**src/rtl/mc_pkg.sv**
```systemverilog
// Shared encodings for the multi-cycle MIPS control FSM: opcodes, states and datapath mux selects.
// States 10/11 exist as encodings only; logic targets them only when MC_ADDI_EN is defined.
package mc_pkg;

  localparam int STATE_W = 4;

  localparam logic [5:0] OP_RTYPE = 6'b000000;
  localparam logic [5:0] OP_LW    = 6'b100011;
  localparam logic [5:0] OP_SW    = 6'b101011;
  localparam logic [5:0] OP_BEQ   = 6'b000100;
  localparam logic [5:0] OP_J     = 6'b000010;
  localparam logic [5:0] OP_ADDI  = 6'b001000;

  typedef enum logic [STATE_W-1:0] {
    S_FETCH  = 4'd0,
    S_DECODE = 4'd1,
    S_MEMADR = 4'd2,
    S_MEMRD  = 4'd3,
    S_MEMWB  = 4'd4,
    S_MEMWR  = 4'd5,
    S_EXEC   = 4'd6,
    S_RTWB   = 4'd7,
    S_BRANCH = 4'd8,
    S_JUMP   = 4'd9,
    S_ADDIEX = 4'd10,
    S_ADDIWB = 4'd11
  } state_t;

  localparam logic [1:0] ALUOP_FUNCT = 2'd0;
  localparam logic [1:0] ALUOP_ADD   = 2'd1;
  localparam logic [1:0] ALUOP_SUB   = 2'd2;

  localparam logic [1:0] SRCB_B      = 2'd0;
  localparam logic [1:0] SRCB_FOUR   = 2'd1;
  localparam logic [1:0] SRCB_IMM    = 2'd2;
  localparam logic [1:0] SRCB_IMMSH2 = 2'd3;

  localparam logic [1:0] PCSRC_ALU    = 2'd0;
  localparam logic [1:0] PCSRC_ALUOUT = 2'd1;
  localparam logic [1:0] PCSRC_JUMP   = 2'd2;

endpackage

```
**src/rtl/multicycle_control_if.sv**
```systemverilog
// Control bundle between the multi-cycle FSM (master) and the shared datapath/memory (slave).
interface multicycle_control_if #(
  parameter int STATE_W = 4
);
  logic [5:0]         Op_i;
  logic               mem_ready_i;
  logic               PCWrite_o;
  logic               PCWriteCond_o;
  logic               IorD_o;
  logic               MemRead_o;
  logic               MemWrite_o;
  logic               IRWrite_o;
  logic               MemtoReg_o;
  logic               RegDst_o;
  logic               RegWrite_o;
  logic               ALUSrcA_o;
  logic [1:0]         ALUSrcB_o;
  logic [1:0]         ALUOp_o;
  logic [1:0]         PCSource_o;
  logic               instr_done_o;
  logic               illegal_o;
  logic [STATE_W-1:0] state_o;

  modport master (
    input  Op_i, mem_ready_i,
    output PCWrite_o, PCWriteCond_o, IorD_o, MemRead_o, MemWrite_o, IRWrite_o,
           MemtoReg_o, RegDst_o, RegWrite_o, ALUSrcA_o, ALUSrcB_o, ALUOp_o,
           PCSource_o, instr_done_o, illegal_o, state_o
  );

  modport slave (
    output Op_i, mem_ready_i,
    input  PCWrite_o, PCWriteCond_o, IorD_o, MemRead_o, MemWrite_o, IRWrite_o,
           MemtoReg_o, RegDst_o, RegWrite_o, ALUSrcA_o, ALUSrcB_o, ALUOp_o,
           PCSource_o, instr_done_o, illegal_o, state_o
  );
endinterface

```
**src/rtl/mc_next_state.sv**
```systemverilog
// Combinational next-state logic for the multi-cycle control FSM.
// MC_ADDI_EN adds the ADDIEX/ADDIWB path; without it addi decodes as illegal.
module mc_next_state
  import mc_pkg::*;
(
  input  state_t     state_i,
  input  logic [5:0] op_q_i,
  input  logic [5:0] op_dec_i,
  input  logic       mem_ready_i,
  output state_t     state_o,
  output logic       illegal_o
);

  // DECODE dispatches on the live opcode since op_q is only captured on that edge
  always_comb begin
    state_o   = S_FETCH;
    illegal_o = 1'b0;
    case (state_i)
      S_FETCH:  state_o = mem_ready_i ? S_DECODE : S_FETCH;
      S_DECODE: begin
        case (op_dec_i)
          OP_LW, OP_SW: state_o = S_MEMADR;
          OP_RTYPE:     state_o = S_EXEC;
          OP_BEQ:       state_o = S_BRANCH;
          OP_J:         state_o = S_JUMP;
`ifdef MC_ADDI_EN
          OP_ADDI:      state_o = S_ADDIEX;
`endif
          default: begin
            state_o   = S_FETCH;
            illegal_o = 1'b1;
          end
        endcase
      end
      S_MEMADR: state_o = (op_q_i == OP_SW) ? S_MEMWR : S_MEMRD;
      S_MEMRD:  state_o = mem_ready_i ? S_MEMWB : S_MEMRD;
      S_MEMWB:  state_o = S_FETCH;
      S_MEMWR:  state_o = mem_ready_i ? S_FETCH : S_MEMWR;
      S_EXEC:   state_o = S_RTWB;
      S_RTWB:   state_o = S_FETCH;
      S_BRANCH: state_o = S_FETCH;
      S_JUMP:   state_o = S_FETCH;
`ifdef MC_ADDI_EN
      S_ADDIEX: state_o = S_ADDIWB;
      S_ADDIWB: state_o = S_FETCH;
`endif
      default:  state_o = S_FETCH;
    endcase
  end

endmodule

```
**src/rtl/multicycle_control.sv**
```systemverilog
// Multi-cycle MIPS control FSM: Moore strobes decoded from the state register, memory strobes
// gated by mem_ready_i. Optional addi support under MC_ADDI_EN.
module multicycle_control
  import mc_pkg::*;
#(
  parameter int STATE_W = 4
) (
  input  logic                        clk_i,
  input  logic                        rst_i,
  multicycle_control_if.master        bus
);

  state_t     state_q, state_d;
  logic [5:0] op_q, op_d;
  logic       illegal_ns;

  mc_next_state u_next (
    .state_i     (state_q),
    .op_q_i      (op_q),
    .op_dec_i    (bus.Op_i),
    .mem_ready_i (bus.mem_ready_i),
    .state_o     (state_d),
    .illegal_o   (illegal_ns)
  );

  always_comb begin
    op_d = (state_q == S_DECODE) ? bus.Op_i : op_q;
  end

  always_ff @(posedge clk_i) begin
    if (rst_i) begin
      state_q <= S_FETCH;
      op_q    <= OP_RTYPE;
    end else begin
      state_q <= state_d;
      op_q    <= op_d;
    end
  end

  always_comb begin
    bus.PCWrite_o     = 1'b0;
    bus.PCWriteCond_o = 1'b0;
    bus.IorD_o        = 1'b0;
    bus.MemRead_o     = 1'b0;
    bus.MemWrite_o    = 1'b0;
    bus.IRWrite_o     = 1'b0;
    bus.MemtoReg_o    = 1'b0;
    bus.RegDst_o      = 1'b0;
    bus.RegWrite_o    = 1'b0;
    bus.ALUSrcA_o     = 1'b0;
    bus.ALUSrcB_o     = SRCB_B;
    bus.ALUOp_o       = ALUOP_FUNCT;
    bus.PCSource_o    = PCSRC_ALU;
    bus.instr_done_o  = 1'b0;
    bus.illegal_o     = 1'b0;
    case (state_q)
      S_FETCH: begin
        bus.MemRead_o  = 1'b1;
        bus.ALUSrcB_o  = SRCB_FOUR;
        bus.ALUOp_o    = ALUOP_ADD;
        bus.PCSource_o = PCSRC_ALU;
        bus.IRWrite_o  = bus.mem_ready_i;
        bus.PCWrite_o  = bus.mem_ready_i;
      end
      S_DECODE: begin
        bus.ALUSrcB_o = SRCB_IMMSH2;
        bus.ALUOp_o   = ALUOP_ADD;
        bus.illegal_o = illegal_ns;
      end
      S_MEMADR: begin
        bus.ALUSrcA_o = 1'b1;
        bus.ALUSrcB_o = SRCB_IMM;
        bus.ALUOp_o   = ALUOP_ADD;
      end
      S_MEMRD: begin
        bus.MemRead_o = 1'b1;
        bus.IorD_o    = 1'b1;
      end
      S_MEMWB: begin
        bus.RegWrite_o   = 1'b1;
        bus.MemtoReg_o   = 1'b1;
        bus.instr_done_o = 1'b1;
      end
      S_MEMWR: begin
        bus.MemWrite_o   = 1'b1;
        bus.IorD_o       = 1'b1;
        bus.instr_done_o = bus.mem_ready_i;
      end
      S_EXEC: begin
        bus.ALUSrcA_o = 1'b1;
        bus.ALUSrcB_o = SRCB_B;
        bus.ALUOp_o   = ALUOP_FUNCT;
      end
      S_RTWB: begin
        bus.RegWrite_o   = 1'b1;
        bus.RegDst_o     = 1'b1;
        bus.instr_done_o = 1'b1;
      end
      S_BRANCH: begin
        bus.ALUSrcA_o     = 1'b1;
        bus.ALUOp_o       = ALUOP_SUB;
        bus.PCWriteCond_o = 1'b1;
        bus.PCSource_o    = PCSRC_ALUOUT;
        bus.instr_done_o  = 1'b1;
      end
      S_JUMP: begin
        bus.PCWrite_o    = 1'b1;
        bus.PCSource_o   = PCSRC_JUMP;
        bus.instr_done_o = 1'b1;
      end
`ifdef MC_ADDI_EN
      S_ADDIEX: begin
        bus.ALUSrcA_o = 1'b1;
        bus.ALUSrcB_o = SRCB_IMM;
        bus.ALUOp_o   = ALUOP_ADD;
      end
      S_ADDIWB: begin
        bus.RegWrite_o   = 1'b1;
        bus.instr_done_o = 1'b1;
      end
`endif
      default: ;
    endcase
    // Reset abandons the instruction: nothing may write or request while it is held
    if (rst_i) begin
      bus.PCWrite_o     = 1'b0;
      bus.PCWriteCond_o = 1'b0;
      bus.MemRead_o     = 1'b0;
      bus.MemWrite_o    = 1'b0;
      bus.IRWrite_o     = 1'b0;
      bus.RegWrite_o    = 1'b0;
      bus.instr_done_o  = 1'b0;
      bus.illegal_o     = 1'b0;
    end
  end

  assign bus.state_o = STATE_W'(state_q);

endmodule

```
**src/flat_wrapper.sv**
```systemverilog
// flat-port wrapper written by rule: the top's interface ports become plain ports
module multicycle_control_flat import mc_pkg::*;
#(
  parameter int STATE_W = 4
)
  (clk_i, rst_i, bus_Op_i, bus_mem_ready_i, bus_PCWrite_o, bus_PCWriteCond_o, bus_IorD_o, bus_MemRead_o, bus_MemWrite_o, bus_IRWrite_o, bus_MemtoReg_o, bus_RegDst_o, bus_RegWrite_o, bus_ALUSrcA_o, bus_ALUSrcB_o, bus_ALUOp_o, bus_PCSource_o, bus_instr_done_o, bus_illegal_o, bus_state_o);
  multicycle_control_if #(.STATE_W(STATE_W)) bus_i ();
  input  logic clk_i;
  input  logic rst_i;
  input wire logic [$bits(bus_i.Op_i)-1:0] bus_Op_i;
  input wire logic [$bits(bus_i.mem_ready_i)-1:0] bus_mem_ready_i;
  output wire logic [$bits(bus_i.PCWrite_o)-1:0] bus_PCWrite_o;
  output wire logic [$bits(bus_i.PCWriteCond_o)-1:0] bus_PCWriteCond_o;
  output wire logic [$bits(bus_i.IorD_o)-1:0] bus_IorD_o;
  output wire logic [$bits(bus_i.MemRead_o)-1:0] bus_MemRead_o;
  output wire logic [$bits(bus_i.MemWrite_o)-1:0] bus_MemWrite_o;
  output wire logic [$bits(bus_i.IRWrite_o)-1:0] bus_IRWrite_o;
  output wire logic [$bits(bus_i.MemtoReg_o)-1:0] bus_MemtoReg_o;
  output wire logic [$bits(bus_i.RegDst_o)-1:0] bus_RegDst_o;
  output wire logic [$bits(bus_i.RegWrite_o)-1:0] bus_RegWrite_o;
  output wire logic [$bits(bus_i.ALUSrcA_o)-1:0] bus_ALUSrcA_o;
  output wire logic [$bits(bus_i.ALUSrcB_o)-1:0] bus_ALUSrcB_o;
  output wire logic [$bits(bus_i.ALUOp_o)-1:0] bus_ALUOp_o;
  output wire logic [$bits(bus_i.PCSource_o)-1:0] bus_PCSource_o;
  output wire logic [$bits(bus_i.instr_done_o)-1:0] bus_instr_done_o;
  output wire logic [$bits(bus_i.illegal_o)-1:0] bus_illegal_o;
  output wire logic [$bits(bus_i.state_o)-1:0] bus_state_o;
  assign bus_i.Op_i = bus_Op_i;
  assign bus_i.mem_ready_i = bus_mem_ready_i;
  assign bus_PCWrite_o = bus_i.PCWrite_o;
  assign bus_PCWriteCond_o = bus_i.PCWriteCond_o;
  assign bus_IorD_o = bus_i.IorD_o;
  assign bus_MemRead_o = bus_i.MemRead_o;
  assign bus_MemWrite_o = bus_i.MemWrite_o;
  assign bus_IRWrite_o = bus_i.IRWrite_o;
  assign bus_MemtoReg_o = bus_i.MemtoReg_o;
  assign bus_RegDst_o = bus_i.RegDst_o;
  assign bus_RegWrite_o = bus_i.RegWrite_o;
  assign bus_ALUSrcA_o = bus_i.ALUSrcA_o;
  assign bus_ALUSrcB_o = bus_i.ALUSrcB_o;
  assign bus_ALUOp_o = bus_i.ALUOp_o;
  assign bus_PCSource_o = bus_i.PCSource_o;
  assign bus_instr_done_o = bus_i.instr_done_o;
  assign bus_illegal_o = bus_i.illegal_o;
  assign bus_state_o = bus_i.state_o;
  multicycle_control #(.STATE_W(STATE_W)) u_core (.clk_i(clk_i), .rst_i(rst_i), .bus(bus_i));
endmodule
```
**config.mk**
```make
export PLATFORM = sky130hd
export DESIGN_NAME = multicycle_control_flat
export DESIGN_NICKNAME = d
export VERILOG_FILES = /design/src/rtl/mc_pkg.sv /design/src/rtl/multicycle_control_if.sv /design/src/rtl/mc_next_state.sv /design/src/rtl/multicycle_control.sv /design/src/flat_wrapper.sv
export SDC_FILE = /design/constraint.sdc
export NUM_CORES = 1
export LEC_CHECK = 0
export BUFFER_PORTS_ARGS = -buffer_cell sky130_fd_sc_hd__buf_2
export CAP_MARGIN = 20
export CORE_MARGIN = 2
export CORE_UTILIZATION = 46
export CTS_CLUSTER_SIZE = 40
export DETAILED_ROUTE_END_ITERATION = 8
export GPL_TIMING_DRIVEN = 0
export PLACE_DENSITY = 0.78
export SYNTH_ARGS = -nofsm -noshare
export SYNTH_HDL_FRONTEND = slang
export SYNTH_SLANG_ARGS = --single-unit
```
**constraint.sdc**
```tcl
create_clock -name clk_i -period 4.8 [get_ports clk_i]
set_clock_uncertainty 0.2 [all_clocks]
set_input_delay 0.48 -clock clk_i [delete_from_list [all_inputs] [get_ports clk_i]]
set_output_delay 0.48 -clock clk_i [all_outputs]
set_load 0.02 [all_outputs]
```
After elaboration in Yosys (flattened, before gate mapping). Cells that the tools add are included.

Bits in registers: 10. Bits of input ports: 9. Output and inout bits: 22. Word-level logic and storage cells: 56.

Equal/unequal tests: 14. Multiplexer cells: 30. Reductions and logical operators: 10.

Operators by type and width (count): one-hot mux 4 bit (6 select lines) (1); two-way mux 1 bit (20); == test 6 bit (second input constant) (3); == test 4 x 3 -> 1 bit (second input constant) (4); one-hot mux 4 bit (4 select lines) (1); two-way mux 3 bit (3); == test 4 x 2 -> 1 bit (second input constant) (2); == test 4 bit (second input constant) (2); one-hot mux 2 bit (2 select lines) (2); OR reduction 2 bit (4); == test 6 x 2 -> 1 bit (second input constant) (1); == test 6 x 3 -> 1 bit (second input constant) (1); logical NOT 6 bit (1); one-hot mux 2 bit (3 select lines) (1); OR reduction 3 bit (2); OR reduction 5 bit (1); == test 4 x 1 -> 1 bit (second input constant) (1); logical NOT 4 bit (1); one-hot mux 1 bit (2 select lines) (2); OR reduction 4 bit (1).

Logic depth before layout (Yosys ltp). Gate-level depths: netlist of run 1.

Depth in word-level cells: 5. Depth in mapped cells: 6.

Hierarchy. From an unflattened synthesis of run 1, not the netlist that was laid out.

Cell total of the unflattened synthesis: 100. Area total of the unflattened synthesis: 803.3 um2.

By module, submodules not included: multicycle_control (times used 1, cells each 66, area an instance 558.0 um2); mc_next_state (times used 1, cells each 34, area an instance 245.2 um2).

Worst setup path before layout of run 1. Ideal clock, no wire load.

Path kind: register to output. Start point: reg u_core.state_q[0], in the netlist u_core.bus.state_o[0]. End point: out bus_illegal_o. Arrival time: 1763 ps. Required time: 4120 ps. Setup slack: 2357 ps. Cell stages (with the launch flop): 4. Buffers on the path: 1. Cell sequence: dfxtp_1 -> or4b_4 -> buf_6 -> nor4_1.

Word-level cells in the longest chain between the ends: 3.

RTL lines: from (decl) (RTL line multicycle_control.sv:13) `state_t state_q, state_d;`; from (signal assigned) (RTL line multicycle_control.sv:35) `state_q <= state_d;`; == test 4 x 1 -> 1 bit (RTL line mc_next_state.sv:18, multicycle_control.sv:56); two-way mux 1 bit (RTL line multicycle_control.sv:56) `case (state_q)`; two-way mux 1 bit (RTL line multicycle_control.sv:125) `if (rst_i) begin`; to (decl) (RTL line flat_wrapper.sv:26) `output wire logic [$bits(bus_i.illegal_o)-1:0] bus_illegal_o;`.

No other way between the ends.

Final worst setup path of run 1. Ends and elaborated chain as after synthesis.

==> reports/results.tsv, run 1 <==
stage	metric	value	unit
final_layout	final_nets	139	
synth	yosysMostFrequentCell	nand2_1	
clock_network	cts-root-buf	clkbuf_4	
timing	setup_viol	0	
clock_network	post-cts-setup-buffer-count	0	
placement	place_hpwl	1380	µm
detailed_routing	ant_nets	0	
critical_path	worst-path-buf-inv	2	
synth	syn_area	692	µm²
synth	synth_flop_cell	dfxtp_1	
timing	grt_setup_unrepaired	no	
timing	finalHoldViolations	0	
critical_path	cp-end-kind	output pin	
run	drv_cap	0	
final_layout	final_cells	144	
detailed_routing	via_count	824	
synth	yosys.area.top_type	dfxtp_1	
critical_path	arrival	1.79	ns
clock_network	cts_made_buffers	3	
die	io_pins	31	
global_route	grtUsageTotal	19.8	%
timing	tightest_slew	0.701	ns
synth	ys_warn_count	0	
synth	synth-seq-cells	10	
final_layout	final_area	892	µm²
hold_path	worst_hold_path_type	flop to flop	
placement	placed_area	856	µm²
timing	fin_crit	2.47	ns
power	p_per_area	226	nW/µm²
synth	synth_edf_count	0	
die	core-area	1350	µm²
placement	place.gp.congestion	0.882	
critical_path	slowest_delay	0.50	ns
final_layout	syn_to_final_growth	28.9	%
critical_path	path_max_fanout	10	
clock_network	clock_sinks	10	
global_route	antenna_found_initial	0	
die	rows	13	
clock_network	cts_buffer_depth	2	
synth	synth_top_area_share	28.9	%
die	start_util	51.3	%
global_route	grt_pass1_vias	581	
critical_path	cpMaxStageDelayCell	or4b_4	
detailed_routing	dr.pass1.iters	4	
detailed_routing	routed_wl	1840	µm
final_layout	fillers	134	
power	total_power	0.201	mW
critical_path	worstSetupPathType	flop to output pin	
die	die_w	42.8	µm
detailed_routing	drt_iter0_drc	27	
power	p_leak	0.373	nW
die	dieArea	1830	µm²
detailed_routing	drc	0	
synth	synth_cell_type_count	28	
clock_network	ctsHoldBuffers	0	
timing	slew_headroom	52.9	%
placement	portBuffers	29	
timing	max_freq	0.405	GHz
global_route	grt_pass1_wl	2700	µm
die	dieHeight	42.8	µm
power	ir_drop	0.173	mV
critical_path	critical_path.cell_chain	or4b_4 -> buf_6 -> nor4_1 -> buf_2	
final_layout	layout-drive-gt1-share	31.0	%
critical_path	crit_family	simple AND/OR/NAND/NOR gates	
synth	syn_nets	105	
global_route	overflow	0	
global_route	grt_start_max_net_pins	11	
placement	placedCellCount	140	
timing	setup_tns	0	ns
clock_network	cts_tree	done	
clock_network	cts_resized	0	
detailed_routing	wl_per_cell	12.8	µm
synth	synthCells	96	
clock_network	clk_latency	0.27	ns
clock_network	clk_pin_slew	0.06	ns
clock_network	h-tree-depth	1	
critical_path	start_kind	flop	
final_layout	antenna_cells	0	
synth	yosys-top-cells-count	nand2_1, a21oi_1, dfxtp_1	
timing	period_share	51.4	%
detailed_routing	viasPerCell	5.72	
synth	ys_async_sr_fraction	0	%
timing	drv_slew	0	
synth	syn_avg_cell_area	7.21	µm²
synth	yosysSeqAreaShare	28.9	%
critical_path	cp.required	4.12	ns
synth	synthTopCellsByArea	dfxtp_1, nand2_1, a21oi_1, nor3_1, nor4_1	
run_status	status	completed	
## where the power goes
| group | switching (mW) | internal, mW | leakage, nW |
|---|---|---|---|
| Sequential | 0.00251 | 0.0861 | 0.0815 |
| Combinational | 0.0227 | 0.0139 | 0.270 |
| Clock | 0.0300 | 0.0462 | 0.0210 |
## layer usage
layer	GRT usage, %	share of wire, %	vias to the layer above	routed length (µm)
met5	0	0	-	0
met4	5.63	1.0	0	19
met3	7.66	7.7	2	141
met2	27.6	46	36	849
met1	27.9	45	376	833
li1	-	-	410	-
## flip-flops by register name, summed over array words and instances (netlist names)
signal              cells
u_core.op_q             6
u_core.bus.state_o      4
## cell type report
| type | instances | area (µm²) | share of cell area [%] |
|---|---|---|---|
| clock buffer | 4 | 36.3 | 4.07 |
| timing repair buffer | 29 | 145 | 16.3 |
| inverter | 1 | 3.75 | 0.421 |
| buffer | 9 | 52.6 | 5.89 |
| multi-input combinational | 76 | 435 | 48.8 |
| sequential | 10 | 200 | 22.4 |
| tap | 15 | 18.8 | 2.10 |
## worst paths after layout
path,start,to,slack [ns],cells after the start
worst min register to register,u_core.op_q[5],u_core.op_q[5],0.26,2
worst max-delay path,u_core.bus.state_o[0],bus_illegal_o,2.33,4
worst min-delay path,u_core.op_q[5],u_core.op_q[5],0.26,2
worst max register to register,u_core.bus.state_o[0],u_core.bus.state_o[1],2.84,4
## per-stage QoR
stage	util [%]	worst slack (ns)	hold WS (ns)
after CTS	66.1	2.34	0.257
after detailed placement	63.4	2.54	0.249
after global routing	66.1	2.27	0.252
after floorplan	-	2.36	0.232
final	66.1	2.33	0.257
after global placement	63.4	2.55	0.244
## logic make-up after synthesis
group | share of synthesized area [%]
simple gates | 41.2
mux | 1.63
flops | 28.9
compound gates | 17.5
buf+inv | 8.14
xor+xnor | 2.53
## worst min-delay path, cell delays in order (launching register included)
cell	delay (ns)
dfxtp_1	0.31
nand2_1	0.05
a21oi_1	0.05
## cell usage in the layout, fill, tap and decap left out
cell      count
buf_2        29
nand2_1      16
a21oi_1      10
dfxtp_1      10
nor3_1        9
nor2_1        7
clkbuf_1      6
nor4_1        6
nand2b_1      4
nor3b_1       4
o21ai_0       3
clkbuf_4      3
buf_6         2
a211oi_1      2
xnor2_1       2
inv_1         1
or3_1         1
nand3_1       1
o21a_1        1
or4b_4        1
o22a_1        1
mux2_2        1
nand4b_1      1
nor4b_1       1
a221oi_1      1
nand3b_1      1
a21o_1        1
or4_4         1
a21oi_2       1
buf_4         1
clkbuf_8      1
Note: power is estimated with default switching activity, not from simulation.
==> run 2: changes to the inputs <==
CORE_UTILIZATION = 45   (was 46)
PLACE_DENSITY = 0.77   (was 0.78)
clock period = 2.4 ns   (was 4.8 ns; I/O delays follow)
==> reports/results.tsv, run 2 (synthesis gave the netlist of run 1 again) <==
stage	metric	value	unit	change
run_status	status	completed		
final_layout	fillers	155		+16%
timing	hold_ws	0.0345	ns	-0.223 ns
timing	max_freq	0.455	GHz	
clock_network	cts_tree	done		
final_layout	final_util	60.7	%	-5.4 points
critical_path	r2r-start	u_core.bus.state_o[0]		
placement	place_ws	0.464	ns	-2.08 ns
power	seqPwrFrac	44.3	%	+0.3 points
final_layout	layout-drive-gt1-share	31.0	%	unchanged
clock_network	clock_sinks	10		unchanged
hold_path	hold_end	u_core.op_q[0]		
detailed_routing	viasPerCell	5.57		-2.7%
global_route	overflow	0		unchanged
placement	place.gp.congestion	0.798		-9.4%
power	clock_power_share	37.3	%	-0.5 points
clock_network	ctsHoldBuffers	0		unchanged
clock_network	clk_latency	0.26	ns	about the same
clock_network	cts-root-buf	clkbuf_4		
hold_path	hp-start	bus_Op_i[0]		
final_layout	final_common_cell	buf_2		
critical_path	cp.required	1.96	ns	-2.16 ns
timing	fin_crit	2.20	ns	
placement	place_hpwl	1360	µm	-1.6%
critical_path	path_max_fanout	10		unchanged
global_route	grt_pass1_wl	2930	µm	+8.2%
final_layout	final_nets	139		unchanged
placement	portBuffers	29		unchanged
global_route	grt_start_max_net_pins	11		unchanged
die	core-area	1470	µm²	+9.0%
timing	drv_slew	0		unchanged
power	ir_drop	0.310	mV	+79%
timing	finalWorstSetupSlack	0.204	ns	-2.13 ns
final_layout	layout_common_cells	buf_2, nand2_1, a21oi_1, dfxtp_1, nor3_1		
timing	period_share	91.5	%	
hold_path	min_path_cells	3		+1
critical_path	r2r_cells	4		unchanged
global_route	grt_pass1_vias	637		+9.6%
timing	finalHoldViolations	0		unchanged
detailed_routing	via_count	807		-2.1%
global_route	grtUsageTotal	20.2	%	+0.44 points
clock_network	post-cts-setup-buffer-count	0		unchanged
detailed_routing	dr.pass1.iters	4		unchanged
power	power_switching	0.107	mW	+94%
detailed_routing	drc	0		unchanged
power	combPwrFrac	18.3	%	about the same
timing	slew_headroom	55.6	%	+2.8 points
run	drv_cap	0		unchanged
critical_path	cp-end-kind	output pin		
critical_path	crit-reg2reg-capture	u_core.bus.state_o[1]		
die	dieHeight	43.2	µm	+0.99%
die	die_w	43.2	µm	+0.99%
die	rows	14		+1
clock_network	clk_pin_slew	0.07	ns	about the same
power	p_leak	0.373	nW	unchanged
hold_path	worst_hold_path_type	primary input to flop		
power	intPower	0.292	mW	+100%
die	dieArea	1870	µm²	+2.0%
clock_network	cts_resized	0		unchanged
final_layout	largest-register	u_core.op_q		
power	p_per_area	447	nW/µm²	+98%
detailed_routing	wl_per_cell	12.2	µm	-4.2%
clock_network	h-tree-depth	1		unchanged
critical_path	worstSetupPathType	flop to output pin		
final_layout	syn_to_final_growth	29.1	%	
critical_path	arrival	1.76	ns	-0.03 ns
die	start_util	47.0	%	-4.2 points
timing	setup_tns	0	ns	unchanged
clock_network	cts_buffer_depth	2		unchanged
final_layout	antenna_cells	0		unchanged
power	total_power	0.399	mW	+98%
power	p_sw_share	26.9	%	-0.54 points
critical_path	reg2reg_slack	0.47	ns	-2.37 ns
timing	grt_setup_unrepaired	no		
die	io_pins	31		unchanged
detailed_routing	drt_iter0_drc	27		unchanged
critical_path	start_kind	flop		
final_layout	largest_reg_flops	6		unchanged
timing	setup_viol	0		unchanged
timing	tightest_slew	0.660	ns	-0.0411 ns
global_route	antenna_found_initial	0		unchanged
clock_network	cts_made_buffers	3		unchanged
detailed_routing	routed_wl	1780	µm	-3.6%
detailed_routing	ant_nets	0		unchanged
## run 2: cell counts in the layout (fill, tap and decap cells not counted)
No cell type changed its count.
## run 2: worst max-delay path by stage
stage | startpoint | endpoint
2_1_floorplan | u_core.bus.state_o[0] | bus_illegal_o
3_3_place_gp | u_core.bus.state_o[0] | u_core.bus.state_o[1]
3_5_place_dp | u_core.bus.state_o[0] | bus_illegal_o
4_1_cts | u_core.bus.state_o[0] | bus_illegal_o
5_1_grt | u_core.bus.state_o[0] | bus_illegal_o
6_report | u_core.bus.state_o[0] | bus_illegal_o
## run 2: final cells by class
cell class / count / area, µm² / share of cell area (%)
buffer: 9 / 52.6 / 5.88
inverter: 1 / 3.75 / 0.420
multi-input combinational: 76 / 435 / 48.7
tap: 16 / 20.0 / 2.24
timing repair buffer: 29 / 145 / 16.2
clock buffer: 4 / 36.3 / 4.06
sequential: 10 / 200 / 22.4
## run 2: power by group through the flow
stage | clock, mW | combinational (mW) | sequential [mW]
6_report | 0.149 | 0.0731 | 0.177
5_1_grt | 0.164 | 0.0812 | 0.178
4_1_cts | 0.153 | 0.0727 | 0.177
3_5_place_dp | 0 | 0.0725 | 0.181
3_3_place_gp | 0 | 0.0710 | 0.181
2_1_floorplan | 0 | 0.0465 | 0.181
## run 2: critical path, stage by stage (launching register included)
cell and delay, ns:
dfxtp_1 0.46, or4b_4 0.49, buf_6 0.15, nor4_1 0.18
buf_2 0.21
## run 2: per-stage QoR
stage | cells | instance area [µm²]
2_1_floorplan | 96 | 692
3_3_place_gp | 141 | 857
3_5_place_dp | 141 | 857
4_1_cts | 145 | 893
5_1_grt | 145 | 893
6_report | 145 | 893
## run 2: routing by layer
layer | vias to the layer above | global-route usage (%) | share of wire (%)
met4 | 0 | 5.45 | 0
met2 | 32 | 30.1 | 46
met3 | 0 | 5.53 | 8.4
met1 | 362 | 28.4 | 46
li1 | 413 | - | -
met5 | - | 0 | 0
